`src/rtl/uart_rx_core.sv`:
```
// ---------------------------------------------------------------------------
// uart_rx_core
//   UART receive engine. Synchronises the asynchronous serial line into the
//   uart_clk domain and oversamples it OVS times per bit. Each bit value is a
//   2-of-3 majority vote taken around mid-bit. Frames are 8N1, or 8 data bits
//   plus a 9th bit that is either even parity or raw data. Every completed
//   character loads a one-deep receive buffer and updates sticky status flags.
//
// Ports
//   uart_clk    in   1   block clock
//   sys_rstn    in   1   asynchronous active-low reset
//   uart_en     in   1   receiver enable; low aborts any frame in progress
//   uart_baud   in   16  tick divider; one tick every uart_baud+1 clocks
//   prty_en     in   1   frame carries a 9th bit after the data byte
//   prty_9bit   in   1   0: 9th bit is even parity and is checked; 1: raw data
//   uart_rx     in   1   asynchronous serial input, idle high
//   rxpnd_clr   in   1   pulse: clear rx_pnd and every error flag
//   rxbuf_rd    in   1   pulse: buffer was read; clears rx_pnd only
//   rx_data     out  8   receive buffer, LSB received first
//   rx_bit9     out  1   9th bit of the buffered character
//   rx_pnd      out  1   buffer holds an unread character
//   rx_perr     out  1   sticky parity error
//   rx_ferr     out  1   sticky frame error (stop bit sampled low)
//   rx_ovr      out  1   sticky overrun (character completed while rx_pnd=1)
//   rx_busy     out  1   receiver is inside a frame
//
// Handshake: rxpnd_clr and rxbuf_rd are single-cycle strobes with no
// back-pressure. A flag that is set and cleared in the same cycle ends up set.
// ---------------------------------------------------------------------------
module uart_rx_core #(
    parameter int OVS = 16
) (
    input  logic        uart_clk,
    input  logic        sys_rstn,
    input  logic        uart_en,
    input  logic [15:0] uart_baud,
    input  logic        prty_en,
    input  logic        prty_9bit,
    input  logic        uart_rx,
    input  logic        rxpnd_clr,
    input  logic        rxbuf_rd,
    output logic [7:0]  rx_data,
    output logic        rx_bit9,
    output logic        rx_pnd,
    output logic        rx_perr,
    output logic        rx_ferr,
    output logic        rx_ovr,
    output logic        rx_busy
);

    localparam int SW = $clog2(OVS);
    localparam logic [SW-1:0] SAMP_LO  = SW'(OVS / 2 - 1);
    localparam logic [SW-1:0] SAMP_MID = SW'(OVS / 2);
    localparam logic [SW-1:0] SAMP_HI  = SW'(OVS / 2 + 1);
    localparam logic [SW-1:0] SAMP_END = SW'(OVS - 1);

    typedef enum logic [2:0] {
        IDLE  = 3'd0,
        START = 3'd1,
        DATA  = 3'd2,
        PAR   = 3'd3,
        STOP  = 3'd4
    } state_t;

    state_t          state;
    state_t          state_nxt;

    logic            rx_meta;
    logic            rx_s;
    logic            rx_s_d;
    logic            fall;

    logic [15:0]     baud_cnt;
    logic [SW-1:0]   samp_cnt;
    logic            tick;
    logic            decide;
    logic            bit_end;

    logic            samp_lo;
    logic            samp_mid;
    logic            maj;

    logic [2:0]      bitcnt;
    logic [7:0]      shreg;
    logic            bit9;
    logic            perr_pend;

    logic            done;
    logic            load;

    // -----------------------------------------------------------------------
    // Two-flop synchroniser plus one delay stage for falling-edge detection.
    // These keep running while disabled so that a line already low at
    // re-enable does not look like a fresh start bit.
    // -----------------------------------------------------------------------
    always_ff @(posedge uart_clk or negedge sys_rstn) begin
        if (!sys_rstn) begin
            rx_meta <= 1'b1;
            rx_s    <= 1'b1;
            rx_s_d  <= 1'b1;
        end else begin
            rx_meta <= uart_rx;
            rx_s    <= rx_meta;
            rx_s_d  <= rx_s;
        end
    end

    assign fall = rx_s_d & ~rx_s;

    // Ticks only matter inside a frame; the counters are held at zero in IDLE
    // so that the first tick of a frame is phase-aligned to the start edge.
    assign tick    = (state != IDLE) && (baud_cnt == uart_baud);
    assign decide  = tick && (samp_cnt == SAMP_HI);
    assign bit_end = tick && (samp_cnt == SAMP_END);

    // The third vote is the live line value on the decision tick.
    assign maj = (samp_lo & samp_mid) | (samp_lo & rx_s) | (samp_mid & rx_s);

    // -----------------------------------------------------------------------
    // FSM: state register
    // -----------------------------------------------------------------------
    always_ff @(posedge uart_clk or negedge sys_rstn) begin
        if (!sys_rstn) begin
            state <= IDLE;
        end else begin
            state <= state_nxt;
        end
    end

    // -----------------------------------------------------------------------
    // FSM: next state and frame-completion strobe
    // -----------------------------------------------------------------------
    always_comb begin
        state_nxt = state;
        done      = 1'b0;
        case (state)
            IDLE: begin
                if (fall) begin
                    state_nxt = START;
                end
            end
            START: begin
                // A start bit that votes high was a glitch.
                if (decide && maj) begin
                    state_nxt = IDLE;
                end else if (bit_end) begin
                    state_nxt = DATA;
                end
            end
            DATA: begin
                if (bit_end && (bitcnt == 3'd7)) begin
                    state_nxt = prty_en ? PAR : STOP;
                end
            end
            PAR: begin
                if (bit_end) begin
                    state_nxt = STOP;
                end
            end
            STOP: begin
                // Finish at mid-stop so a back-to-back start edge is not missed.
                if (decide) begin
                    done      = 1'b1;
                    state_nxt = IDLE;
                end
            end
            default: begin
                state_nxt = IDLE;
            end
        endcase
        if (!uart_en) begin
            state_nxt = IDLE;
            done      = 1'b0;
        end
    end

    assign rx_busy = (state != IDLE);

    // -----------------------------------------------------------------------
    // Counters, sampling and shift register
    // -----------------------------------------------------------------------
    always_ff @(posedge uart_clk or negedge sys_rstn) begin
        if (!sys_rstn) begin
            baud_cnt  <= '0;
            samp_cnt  <= '0;
            samp_lo   <= 1'b0;
            samp_mid  <= 1'b0;
            bitcnt    <= '0;
            shreg     <= '0;
            bit9      <= 1'b0;
            perr_pend <= 1'b0;
        end else if (!uart_en) begin
            baud_cnt  <= '0;
            samp_cnt  <= '0;
            samp_lo   <= 1'b0;
            samp_mid  <= 1'b0;
            bitcnt    <= '0;
            shreg     <= '0;
            bit9      <= 1'b0;
            perr_pend <= 1'b0;
        end else if (state == IDLE) begin
            baud_cnt <= '0;
            samp_cnt <= '0;
            if (fall) begin
                bitcnt    <= '0;
                bit9      <= 1'b0;
                perr_pend <= 1'b0;
            end
        end else begin
            if (tick) begin
                baud_cnt <= '0;
                samp_cnt <= (samp_cnt == SAMP_END) ? '0 : samp_cnt + 1'b1;
            end else begin
                baud_cnt <= baud_cnt + 16'd1;
            end

            if (tick && (samp_cnt == SAMP_LO)) begin
                samp_lo <= rx_s;
            end
            if (tick && (samp_cnt == SAMP_MID)) begin
                samp_mid <= rx_s;
            end

            if (decide && (state == DATA)) begin
                shreg <= {maj, shreg[7:1]};
            end
            if (decide && (state == PAR)) begin
                bit9      <= maj;
                perr_pend <= ~prty_9bit & (^{shreg, maj});
            end

            if (bit_end && (state == DATA)) begin
                bitcnt <= bitcnt + 3'd1;
            end
        end
    end

    // -----------------------------------------------------------------------
    // Receive buffer and sticky flags. Sets take priority over clears.
    // A frame error still loads the buffer so a break reads back as 0x00.
    // -----------------------------------------------------------------------
    assign load = done & ~rx_pnd;

    always_ff @(posedge uart_clk or negedge sys_rstn) begin
        if (!sys_rstn) begin
            rx_data <= '0;
            rx_bit9 <= 1'b0;
            rx_pnd  <= 1'b0;
            rx_perr <= 1'b0;
            rx_ferr <= 1'b0;
            rx_ovr  <= 1'b0;
        end else begin
            if (load) begin
                rx_data <= shreg;
                rx_bit9 <= bit9;
            end

            if (load) begin
                rx_pnd <= 1'b1;
            end else if (rxpnd_clr || rxbuf_rd) begin
                rx_pnd <= 1'b0;
            end

            if (load && perr_pend) begin
                rx_perr <= 1'b1;
            end else if (rxpnd_clr) begin
                rx_perr <= 1'b0;
            end

            if (load && !maj) begin
                rx_ferr <= 1'b1;
            end else if (rxpnd_clr) begin
                rx_ferr <= 1'b0;
            end

            if (done && rx_pnd) begin
                rx_ovr <= 1'b1;
            end else if (rxpnd_clr) begin
                rx_ovr <= 1'b0;
            end
        end
    end

endmodule

```
`config.mk`:
```
export PLATFORM = sky130hd
export DESIGN_NAME = uart_rx_core
export DESIGN_NICKNAME = d
export VERILOG_FILES = /design/src/rtl/uart_rx_core.sv
export SDC_FILE = /design/constraint.sdc
export NUM_CORES = 1
export LEC_CHECK = 0
export CAP_MARGIN = 20
export CORE_MARGIN = 2
export CORE_UTILIZATION = 33
export DETAILED_ROUTE_END_ITERATION = 16
export PLACE_DENSITY = 0.63
export SLEW_MARGIN = 20
export SYNTH_ARGS = -nofsm -noshare
export SYNTH_HDL_FRONTEND = slang
export SYNTH_SLANG_ARGS = --single-unit
```
`constraint.sdc`:
```
create_clock -name uart_clk -period 2.7 [get_ports uart_clk]
set_input_delay 0.405 -clock uart_clk [delete_from_list [all_inputs] [get_ports uart_clk]]
set_output_delay 0.405 -clock uart_clk [all_outputs]
set_load 0.05 [all_outputs]
```
Word level (Yosys, flattened, before mapping). Index checks and enable logic that the tools add are counted.

Register bits after elaboration: 54. Input port bits: 24. Output and inout bits: 14. Word-level logic and storage cells: 127.

Add/subtract/negate cells: 3. Equal/unequal tests: 22. Muxes and demuxes: 45. Bitwise logic cells: 11. Reduce and logical (&&, ||, !) cells: 28.

Operators with widths (number): $mux W16 (3); $mux W3 (12); $mux W8 (3); $mux W1 (22); $add A16 B1 Y16 const B (1); $eq A16 B16 Y1 (1); $mux W4 (4); $pmux W3 S5 (1); $logic_and A1 B1 Y1 (13); $eq A4 B4 Y1 const B (3); $ne A3 B3 Y1 const B (4); $reduce_and A2 Y1 (5); $ne A3 B1 Y1 const B (3); $reduce_xor A9 Y1 (1); $reduce_bool A2 Y1 (4); $and A1 B1 Y1 (6); $eq A3 B2 Y1 const B (2); $eq A3 B3 Y1 const B (2); $ne A2 B1 Y1 const B (3); $reduce_and A5 Y1 (1); $add A4 B1 Y4 const B (1); $eq A4 B3 Y1 const B (1); $ne A4 B4 Y1 const B (1); $add A3 B1 Y3 const B (1); 8 further kinds (11).

Longest topological paths before layout.
Depth after elaboration: 9. Depth in mapped cells: 8. Depth with buffers taken out: 6.

Worst setup path before layout. No wires, ideal clock.

Path kind: reg-to-reg. Start point: reg state[0]. End point: reg perr_pend. Setup time: 0.125 ns. Arrival time: 1.920 ns. Data required time: 2.575 ns. Path slack: 0.655 ns. Stages on the path, launching flop included: 7. Path buffers: 2. Period minus slack after synthesis: 2.045 ns. Cells stage by stage: dfrtp_1 or3_1 buf_4 and4_1 buf_4 a41oi_1 mux2_2.

Longest elaborated chain between the ends: 6. Elaborated cells on any way between the ends: 11. Those cells by class: 3 x eq/ne; 2 x mux; 6 x reduce/logical.

RTL lines: from (decl) (line 65) `state_t state;`; from (signal assigned) (line 126) `state <= state_nxt;`; $reduce_bool A3 Y1; net rx_busy (line 48) `output logic rx_busy`; $logic_and A1 B1 Y1 (line 112) `assign tick = (state != IDLE) && (baud_cnt == uart_baud);`; $logic_and A1 B1 Y1 (line 113) `assign decide = tick && (samp_cnt == SAMP_HI);`; $logic_and A1 B1 Y1 (line 227) `if (decide && (state == PAR)) begin`; $ne A3 B1 Y1 (no line); $reduce_and A2 Y1 (no line); to (signal assigned) (line 229) `perr_pend <= ~prty_9bit & (^{shreg, maj});`; to (decl) (line 86) `logic perr_pend;`.

The timed path passes the listed nets, and every way through them passes these cells. A chain may end at the register's enable or synchronous reset.

Worst setup path in the final report.
Start point: reg state[0]. End point: out rx_busy.

Longest elaborated chain between the ends: 1.

RTL lines: $reduce_bool A3 Y1 (line 177) `assign rx_busy = (state != IDLE);`; to (decl) (line 48).

Every way passes these cells.

==> results.tsv <==
metric	value	unit
io_buffers	37	
clockRootBuffer	clkbuf_8	
io_pins	38	
outcome	completed	
core-area	8220	um^2
seq_area	1360	um^2
die_w	96.3	um
dieArea	9270	um^2
met2_usage	21.4	%
grt_use_total	13.3	%
timing.final.crit_period	2.52	ns
grt_pass1_vias	2026	
finalPower	1.59	mW
wirelength	5670	um
dr.pass1.iters	4	
cts_hold_buf	0	
worst_slew_pin_slew	0.683	ns
crit_arrival	2.12	ns
drv_cap	0	
cts_tree	yes	
utilization	41.6	%
n_fill_cell	773	
synth_seq_cells	54	
nets	339	
die_h	96.3	um
htreeDepth	2	
grt_antenna_before_repair	0	
synth_nets	297	
ys_warn_count	0	
synth_top_area_cell	dfrtp_1	
cp_max_fo	9	
finalSetupViolCount	0	
numCtsBuffers	5	
yosysMostFrequentCell	dfrtp_1	
holdWs	0.207	ns
cts_setup_buffers	0	
synthCells	267	
layout-drive-gt1-share	11.0	%
routed_via_density	4.87	
grt_max_degree	55	
clk_pin_slew_worst_paths	0.11	ns
pwr_density_cell	464	nW/um^2
ir_drop	0.000224	V
rows	33	
met3_usage	2.66	%
area_growth	21.6	%
diodes	0	
grt_pass1_wl	9510	um
worstHoldPathType	primary input to async pin	
yosys-top-cells-count	dfrtp_1, nand2_1, nor2_1	
relSlewSlack	54.5	%
ys_types	45	
cts.sinks	54	
min_period_over_period	93.4	%
grt.overflow.total	0	
async_flop_share	100	%
post-dp-hpwl	4140	um
finalSetupTns	0	ns
start_util	34.2	%
ant_nets	0	
crit_type	register to output pin	
cp.required	2.30	ns
rsz0062_at_grt	false	
ys.flop_type	dfrtp_1	
gr-max-usage-layer	met2	
synth-edff-count	0	
multi_input_area	1350	um^2
insertion_delay	0.31	ns
drt_iter0_drc	52	
synth_top_area_share	45.4	%
clockBufferDepth	2	
place_congestion	0.894	
skew	0.0150	ns
route.detailed.drc	0	
cp-start-kind	register	
grtUsageMet1	17.5	%
vias	2021	
worst_setup_path_end_kind	output pin	
synth_area_leaders	dfrtp_1, xor2_1, xnor2_1, mux2_4, nand2_1	
wire_per_inst	13.7	um
ctsResizeCount	0	
synth-seq-area-share	48.2	%
fmax	397	MHz
leakage	1.55	nW
hold_viol_final	0	
drv_slew	0	
syn_avg_cell_area	10.5	um^2
syn_area	2810	um^2
where the power goes:
| part | switching (mW) | internal, mW | leakage, nW |
|---|---|---|---|
| combinational | 0.110 | 0.0719 | 0.757 |
| sequential | 0.0178 | 0.821 | 0.741 |
| clock | 0.282 | 0.283 | 0.0563 |
| total | 0.410 | 1.18 | 1.55 |
registers in the layout, indices dropped and copies added (netlist names), 3 cells and up:
| signal | flops |
|---|---|
| samp_cnt | 4 |
| rx_data | 8 |
| baud_cnt | 16 |
| bitcnt | 3 |
| state | 3 |
| shreg | 8 |
metal layers:
layer  up-vias  routed length, um
met5         -                  0
met4         0                 59
met3         4                253
met2        59               2640
met1       955               2720
li1       1003                  -
cell families (layout without fill, tap and decap cells):
family,Yosys count,in the layout,synth area share (%)
simple gates,98,98,17.5
fa+ha+maj,7,7,3.03
buf+inv,22,65,3.83
compound gates,30,30,7.17
xor+xnor,37,37,12.0
flops,54,54,48.2
mux,19,19,8.19
worst max-delay path, stage by stage, from the launching register on:
cell and delay [ns]:
dfrtp_1 0.49, or3_1 0.55, clkdlybuf4s50_1 0.76
metrics by stage:
step | area [um^2] | setup WS, ns | std cells
detailed placement | 3300 | 0.184 | 407
global placement | 3300 | 0.261 | 407
finish | 3420 | 0.179 | 415
floorplan | 2810 | 0.655 | 267
CTS | 3420 | 0.166 | 415
global route | 3420 | 0.0963 | 415
layout make-up:
cell class                      instances  area share [%]
Sequential cell                        54            39.6
Timing Repair Buffer                   44            12.2
Clock inverter                          3            1.43
Multi-Input combinational cell        191            39.4
Inverter                               13            1.43
Tap cell                              105            3.84
Clock buffer                            5            2.01
path summary, 6_finish.rpt:
kind	start	end	slack, ns	cells past startpoint
setup / recovery	state[0]	rx_busy	0.18	2
hold reg to reg	rx_meta	rx_s	0.36	0
max in group asynchronous	sys_rstn	bitcnt[0]	2.04	2
hold / removal	sys_rstn	baud_cnt[11]	0.21	2
min in group uart_clk	rx_meta	rx_s	0.36	0
setup reg to reg	state[0]	rx_data[1]	0.47	5
placed cells by master, fill, tap and decap left out, types with 2 or more instances in the layout:
cell / synthesis / final
a21oi_1: 10 / 10
o22ai_1: 3 / 3
and3_1: 7 / 7
or4_1: 2 / 2
nand2b_1: 2 / 2
clkdlybuf4s50_1: 0 / 36
buf_4: 2 / 7
xor2_1: 20 / 20
ha_1: 6 / 6
nand4_1: 4 / 4
mux2_4: 7 / 7
xnor2_1: 16 / 16
mux2i_1: 8 / 8
or3_1: 2 / 2
nand2_1: 25 / 25
nand3_1: 10 / 10
and4_1: 2 / 2
o21ai_0: 4 / 4
mux2_2: 4 / 4
nor3_1: 8 / 8
clkbuf_8: 0 / 5
a22o_1: 4 / 4
dfrtp_1: 51 / 51
nor2_1: 25 / 25
inv_1: 13 / 13
dfstp_2: 3 / 3
nor4_1: 5 / 5
No activity file was read; power rests on OpenSTA's default activity.
